$ cat src/rtl/ex_hazard_ctrl.sv
// ex_hazard_ctrl
// Hazard controller for the execute stage of the 5-stage core. It keeps a
// shadow copy of the EX, MEM and WB stage bookkeeping. From that copy it
// drives the ALU operand forwarding selects, detects load-use hazards and
// inserts one bubble for each, turns a taken branch or jump in EX into a PC
// redirect plus flush, freezes the pipe while data memory is busy, and counts
// stall and flush cycles.
//
// Handshake: the pipeline advances on every rising clk edge unless
// mem_busy_i is high. No other valid/ready pairing exists here. id_valid_i
// marks the ID instruction as live, and the *_valid_o outputs mark the
// shadow stages as live.
//
// Ports
//   clk, rst_n               clock, asynchronous active-low reset
//   id_*_i                   decoded fields of the instruction in ID
//   ex_branch_jump_i         ALU says the EX instruction changes flow
//   ex_pc_next_i             ALU computed next PC for the EX instruction
//   mem_busy_i               data memory not ready, freeze everything
//   if_stall_o, id_stall_o   hold PC and IF/ID
//   id_flush_o, ex_flush_o   bubble into IF/ID, ID/EX
//   redirect_valid_o/pc_o    PC load request and target
//   fwd_rs1/rs2_sel_o        00 regfile, 01 EX/MEM, 10 MEM/WB
//   ex/mem/wb_valid_o        shadow stage valid bits
//   stall_cnt_o, flush_cnt_o performance counters, wrap silently
module ex_hazard_ctrl #(
  parameter int REG_WIDTH = 5,
  parameter int CNT_WIDTH = 32
) (
  input  logic                 clk,
  input  logic                 rst_n,
  input  logic                 id_valid_i,
  input  logic [REG_WIDTH-1:0] id_rs1_i,
  input  logic [REG_WIDTH-1:0] id_rs2_i,
  input  logic                 id_rs1_used_i,
  input  logic                 id_rs2_used_i,
  input  logic [REG_WIDTH-1:0] id_rd_i,
  input  logic                 id_rd_we_i,
  input  logic                 id_is_load_i,
  input  logic                 ex_branch_jump_i,
  input  logic [31:0]          ex_pc_next_i,
  input  logic                 mem_busy_i,
  output logic                 if_stall_o,
  output logic                 id_stall_o,
  output logic                 id_flush_o,
  output logic                 ex_flush_o,
  output logic                 redirect_valid_o,
  output logic [31:0]          redirect_pc_o,
  output logic [1:0]           fwd_rs1_sel_o,
  output logic [1:0]           fwd_rs2_sel_o,
  output logic                 ex_valid_o,
  output logic                 mem_valid_o,
  output logic                 wb_valid_o,
  output logic [CNT_WIDTH-1:0] stall_cnt_o,
  output logic [CNT_WIDTH-1:0] flush_cnt_o
);

  // EX entry
  logic                 ex_valid;
  logic [REG_WIDTH-1:0] ex_rd;
  logic                 ex_we;
  logic                 ex_load;
  logic [REG_WIDTH-1:0] ex_rs1;
  logic [REG_WIDTH-1:0] ex_rs2;
  logic                 ex_rs1_used;
  logic                 ex_rs2_used;
  // MEM entry
  logic                 mem_valid;
  logic [REG_WIDTH-1:0] mem_rd;
  logic                 mem_we;
  logic                 mem_load;
  // WB entry
  logic                 wb_valid;
  logic [REG_WIDTH-1:0] wb_rd;
  logic                 wb_we;

  logic [CNT_WIDTH-1:0] stall_cnt;
  logic [CNT_WIDTH-1:0] flush_cnt;

  logic adv;
  logic lu;
  logic redirect;
  logic ex_load_live;
  logic rs1_dep;
  logic rs2_dep;
  logic load_bubble;

  assign adv = ~mem_busy_i;

  // A load in EX cannot be forwarded to the ID instruction in time; x0 and
  // non-writing loads never create a dependency.
  assign ex_load_live = ex_valid & ex_load & ex_we & (ex_rd != '0);
  assign rs1_dep      = id_rs1_used_i & (id_rs1_i == ex_rd);
  assign rs2_dep      = id_rs2_used_i & (id_rs2_i == ex_rd);
  assign lu           = id_valid_i & ex_load_live & (rs1_dep | rs2_dep);

  // Redirect only fires when the pipe actually advances. A branch held
  // during a freeze therefore redirects exactly once, on the first free cycle.
  assign redirect = ex_valid & ex_branch_jump_i & adv;

  assign redirect_valid_o = redirect;
  assign redirect_pc_o    = redirect ? ex_pc_next_i : 32'h0;

  // The redirect kills the ID instruction, so a coincident load-use needs no stall.
  assign if_stall_o = ~adv | (lu & ~redirect);
  assign id_stall_o = if_stall_o;
  assign id_flush_o = redirect;
  assign ex_flush_o = adv & (redirect | lu);

  assign load_bubble = ex_flush_o | ~id_valid_i;

  // Forward select for one operand. MEM is checked first, so the youngest
  // producer wins. A load in MEM has no result yet and is not a source.
  function automatic logic [1:0] fwd_sel(
    input logic                 used,
    input logic [REG_WIDTH-1:0] rs,
    input logic                 m_valid,
    input logic                 m_we,
    input logic                 m_load,
    input logic [REG_WIDTH-1:0] m_rd,
    input logic                 w_valid,
    input logic                 w_we,
    input logic [REG_WIDTH-1:0] w_rd
  );
    logic [1:0] sel;
    sel = 2'b00;
    if (used && m_valid && m_we && !m_load && (m_rd != '0) && (m_rd == rs)) begin
      sel = 2'b01;
    end else if (used && w_valid && w_we && (w_rd != '0) && (w_rd == rs)) begin
      sel = 2'b10;
    end
    return sel;
  endfunction

  always_comb begin
    fwd_rs1_sel_o = fwd_sel(ex_rs1_used, ex_rs1, mem_valid, mem_we, mem_load,
                            mem_rd, wb_valid, wb_we, wb_rd);
    fwd_rs2_sel_o = fwd_sel(ex_rs2_used, ex_rs2, mem_valid, mem_we, mem_load,
                            mem_rd, wb_valid, wb_we, wb_rd);
  end

  // Shadow scoreboard. Reset clears every field immediately, so the forwarding
  // selects drop to 00 without waiting for a clock edge.
  always_ff @(posedge clk or negedge rst_n) begin
    if (!rst_n) begin
      ex_valid    <= 1'b0;
      ex_rd       <= '0;
      ex_we       <= 1'b0;
      ex_load     <= 1'b0;
      ex_rs1      <= '0;
      ex_rs2      <= '0;
      ex_rs1_used <= 1'b0;
      ex_rs2_used <= 1'b0;
      mem_valid   <= 1'b0;
      mem_rd      <= '0;
      mem_we      <= 1'b0;
      mem_load    <= 1'b0;
      wb_valid    <= 1'b0;
      wb_rd       <= '0;
      wb_we       <= 1'b0;
    end else if (adv) begin
      wb_valid    <= mem_valid;
      wb_rd       <= mem_rd;
      wb_we       <= mem_we;
      mem_valid   <= ex_valid;
      mem_rd      <= ex_rd;
      mem_we      <= ex_we;
      mem_load    <= ex_load;
      ex_valid    <= ~load_bubble;
      ex_rd       <= id_rd_i;
      ex_we       <= id_rd_we_i;
      ex_load     <= id_is_load_i;
      ex_rs1      <= id_rs1_i;
      ex_rs2      <= id_rs2_i;
      // A bubble reads nothing, so its selects stay at 00.
      ex_rs1_used <= id_rs1_used_i & ~load_bubble;
      ex_rs2_used <= id_rs2_used_i & ~load_bubble;
    end
  end

  always_ff @(posedge clk or negedge rst_n) begin
    if (!rst_n) begin
      stall_cnt <= '0;
      flush_cnt <= '0;
    end else begin
      if (if_stall_o) begin
        stall_cnt <= stall_cnt + CNT_WIDTH'(1);
      end
      if (redirect) begin
        flush_cnt <= flush_cnt + CNT_WIDTH'(1);
      end
    end
  end

  assign ex_valid_o  = ex_valid;
  assign mem_valid_o = mem_valid;
  assign wb_valid_o  = wb_valid;
  assign stall_cnt_o = stall_cnt;
  assign flush_cnt_o = flush_cnt;

endmodule
$ cat config.mk
export PLATFORM = sky130hd
export DESIGN_NAME = ex_hazard_ctrl
export DESIGN_NICKNAME = d
export VERILOG_FILES = /design/src/rtl/ex_hazard_ctrl.sv
export SDC_FILE = /design/constraint.sdc
export NUM_CORES = 1
export LEC_CHECK = 0
export ABC_AREA = 1
export CAP_MARGIN = 30
export CORE_UTILIZATION = 50
export CTS_BUF_LIST = sky130_fd_sc_hd__clkbuf_4
export DETAILED_ROUTE_END_ITERATION = 8
export PLACE_DENSITY = 0.86
export SYNTH_ARGS = -nofsm -noshare
export SYNTH_HDL_FRONTEND = slang
export SYNTH_SLANG_ARGS = --single-unit
$ cat constraint.sdc
create_clock -name clk -period 1.85 [get_ports clk]
set_input_delay 0.37 -clock clk [delete_from_list [all_inputs] [get_ports clk]]
set_output_delay 0.37 -clock clk [all_outputs]
set_load 0.02 [all_outputs]
==> impl_metrics.py <==
metrics = {
    "critical_path": {
        "cp-end-kind": "output pin",
        "cp.required_ps": 1480,
        "cp.arrival_ps": 1820,
        "critPathKind": "flop to output pin",
        "worstPathMaxFanout": 3,
        "cp-start-kind": "flop",
    },
    "timing": {
        "fin_crit_ps": 2187,
        "rsz0062_at_grt": "true",
        "period_share_pct": 118.2,
        "fin_ws_ps": -337.2,
        "tightest_slew_ps": 556.4,
        "slew_headroom_pct": 62.91,
        "hold_violations": 0,
        "setup_viol": 47,
        "fmax_ghz": 0.4572,
        "clock_skew_ps": 18.02,
        "final_max_slew_viol_count": 0,
    },
    "final_layout": {
        "area_growth_pct": 50.47,
        "stdcell_area_mm2": 0.009161,
        "drive_gt1_share_pct": 22.44,
        "fill_cells": 771,
        "nets": 1177,
        "diodes": 0,
    },
    "clock_network": {
        "root_buffer": "clkbuf_4",
        "htreeDepth": 3,
        "cts_buffer_depth": 2,
        "clk_pin_slew_ps": 150,
        "numClockSinks": 99,
        "clock_latency_ps": 480,
        "tritoncts": "built",
        "cts_buffers": 9,
    },
    "drt": {
        "wirelength_mm": 19.29,
        "drt_iter0_markers": 575,
        "drt-pass1-iter-count": 9,
        "ant_nets": 0,
        "wire_per_inst_um": 15.24,
        "vias": 6647,
        "drc": 3,
        "viasPerCell": 5.250,
    },
    "synthesis": {
        "syn_nets": 935,
        "synth_seq_cells": 99,
        "ys_seq_area_share_pct": 40.69,
        "syn_area_mm2": 0.006088,
        "synthCells": 877,
        "yosysUniqueCellTypes": 29,
        "synth_area_per_cell_um2": 6.942,
        "yosys_warnings": 0,
    },
    "placed_design": {
        "placed_area_mm2": 0.008264,
        "port_buffers": 163,
        "place_ws_ps": -715.7,
        "place.gp.congestion": 0.9349,
        "dp_hpwl_mm": 12.65,
    },
    "min_path": {
        "hp-class": "primary input to asynchronous set/reset pin",
    },
    "die": {
        "start_util_pct": 52.20,
        "die_h_um": 112.3,
        "core_mm2": 0.01166,
        "die-area_mm2": 0.01262,
        "ios": 164,
        "fp-row-count": 39,
        "die_x_um": 112.3,
    },
    "global_routing": {
        "grt_pass1_vias": 6230,
        "grt_max_degree": 56,
        "overflow": 0,
        "track_usage_pct": 29.61,
        "grt_pass1_wl_mm": 29.79,
        "antenna_found_initial": 0,
    },
    "status": {
        "failed_checks": "DRC, setup timing",
        "outcome": "finished with violations",
    },
    "run": {
        "drv_cap": 0,
    },
    "power": {
        "power.density_mw_per_mm2": 564.8,
        "leakagePower_nw": 4.743,
        "peakVddDrop_mv": 0.4303,
    },
}
[state kept, by name (all words and copies together), names as in the netlist]
signal       flops
ex_rs1_used      1
wb_valid_o       1
ex_rs2_used      1
mem_valid_o      1
mem_we           1
ex_load          1
mem_load         1
ex_rs1           5
flush_cnt_o     32
stall_cnt_o     32
ex_valid_o       1
wb_we            1
ex_rd            5
ex_rs2           5
mem_rd           5
ex_we            1
wb_rd            5
[cell usage after synthesis, drive strengths merged]
| cell type | n | area, µm² |
|---|---|---|
| nor3b | 1 | 7.510 |
| inv | 116 | 435.4 |
| xor2 | 30 | 262.8 |
| o22ai | 2 | 12.51 |
| a211oi | 1 | 7.510 |
| xnor2 | 21 | 183.9 |
| nand3b | 11 | 82.58 |
| nand2 | 309 | 1182 |
| clkbuf | 10 | 37.54 |
| nand3 | 66 | 372.9 |
| or2 | 1 | 6.260 |
| nor3 | 22 | 120.1 |
| buf | 14 | 77.57 |
| nand4 | 20 | 125.1 |
| nor2 | 120 | 510.5 |
| ha | 2 | 25.02 |
| dfrtp | 99 | 2477 |
| nor4 | 1 | 6.260 |
| o21ai | 31 | 155.2 |
[cell families after synthesis]
logic type / Yosys count / synth area share (%)
AOI/OAI and AO/OA: 34 / 2.877
xor gates and xnor gates: 51 / 7.337
adders and majority gates: 2 / 0.4109
buffers and inverters: 140 / 9.042
DFF: 99 / 40.69
and+or+nand+nor: 551 / 39.64
[per-stage QoR]
| stage | cells | TNS, ps | hold slack, ps | total power, W | utilization, % |
|---|---|---|---|---|---|
| global placement | 1220 | -31680 | 334.5 | 0.003970 | 70.86 |
| finish | 1266 | -9045 | 374.3 | 0.005174 | 78.55 |
| global route | 1266 | -12360 | 384.1 | 0.005412 | 78.55 |
| detailed placement | 1220 | -34280 | 337.2 | 0.004032 | 70.86 |
| floorplan | 877 | 0 | 74.41 | 0.003256 | - |
| CTS | 1252 | -7709 | 351.0 | 0.005028 | 73.90 |
[final cells by class]
class / count / area (µm²) / area share (%)
multi-input combinational: 638 / 3490 / 38.09
sequential: 99 / 2485 / 27.12
timing repair buffer: 255 / 2469 / 26.95
inverter: 116 / 442.9 / 4.835
tap: 143 / 178.9 / 1.953
clock buffer: 10 / 75.07 / 0.8194
clock inverter: 5 / 21.27 / 0.2322
[worst paths after layout]
| path | slack [ps] | end | cells after the start | from |
|---|---|---|---|---|
| min | 370 | flush_cnt_o[1] | 2 | rst_n |
| max in group asynchronous | 850 | mem_rd[3] | 3 | rst_n |
| max | -340 | ex_flush_o | 9 | ex_rd[2] |
| max reg2reg | -40 | flush_cnt_o[27] | 13 | ex_valid_o |
| min reg2reg | 530 | wb_we | 2 | wb_we |
| min in group clk | 440 | ex_rd[0] | 3 | id_rd_i[0] |
[power breakdown]
part	leakage, nW	total (W)	internal (W)	switching, W
sequential	1.28	0.00260	0.00235	0.000250
clock	0.0585	0.000988	0.000268	0.000720
combinational	3.41	0.00159	0.000730	0.000856
[what timing repair did]
action / 4_1_cts / 5_1_grt
hold buffers: 1 / 0
endpoints found under the setup margin: 108 / 85
hold endpoints to repair: 29 / 0
gates resized for setup: 355 / 108
pin swaps: 6 / 23
setup buffers: 14 / 16
gates cloned: 2 / 1
[metal layers]
metal,global-route usage (%),share of wire (%),vias to the layer above
li1,-,-,3198
met1,37.74,41,3111
met2,50.77,50,282
met3,3.942,6.1,56
met4,12.53,3.0,0
met5,0,0,-
[critical path, cell delays in order (launching register included)]
cell	delay (ps)
dfrtp_1	450
buf_6	140
nand2_2	50
nand2_1	40
nor2_1	110
nand3_1	100
nand2_2	120
nand2_2	70
o21ai_2	150
buf_6	140
[cell usage in the layout (no fill, tap or decap), types with 10 or more instances in the layout]
cell / instances
buf_4: 68
xnor2_1: 19
clkbuf_4: 10
inv_2: 13
nor3_1: 17
nand4_1: 20
inv_1: 102
nand2_1: 296
xor2_1: 30
o21ai_0: 29
buf_6: 53
dlygate4sd2_1: 66
dfrtp_1: 93
nor2_4: 40
nand3b_1: 11
nand3_1: 55
nor2_1: 72
clkdlybuf4s50_1: 54
Power figures use the tool's default switching activity.
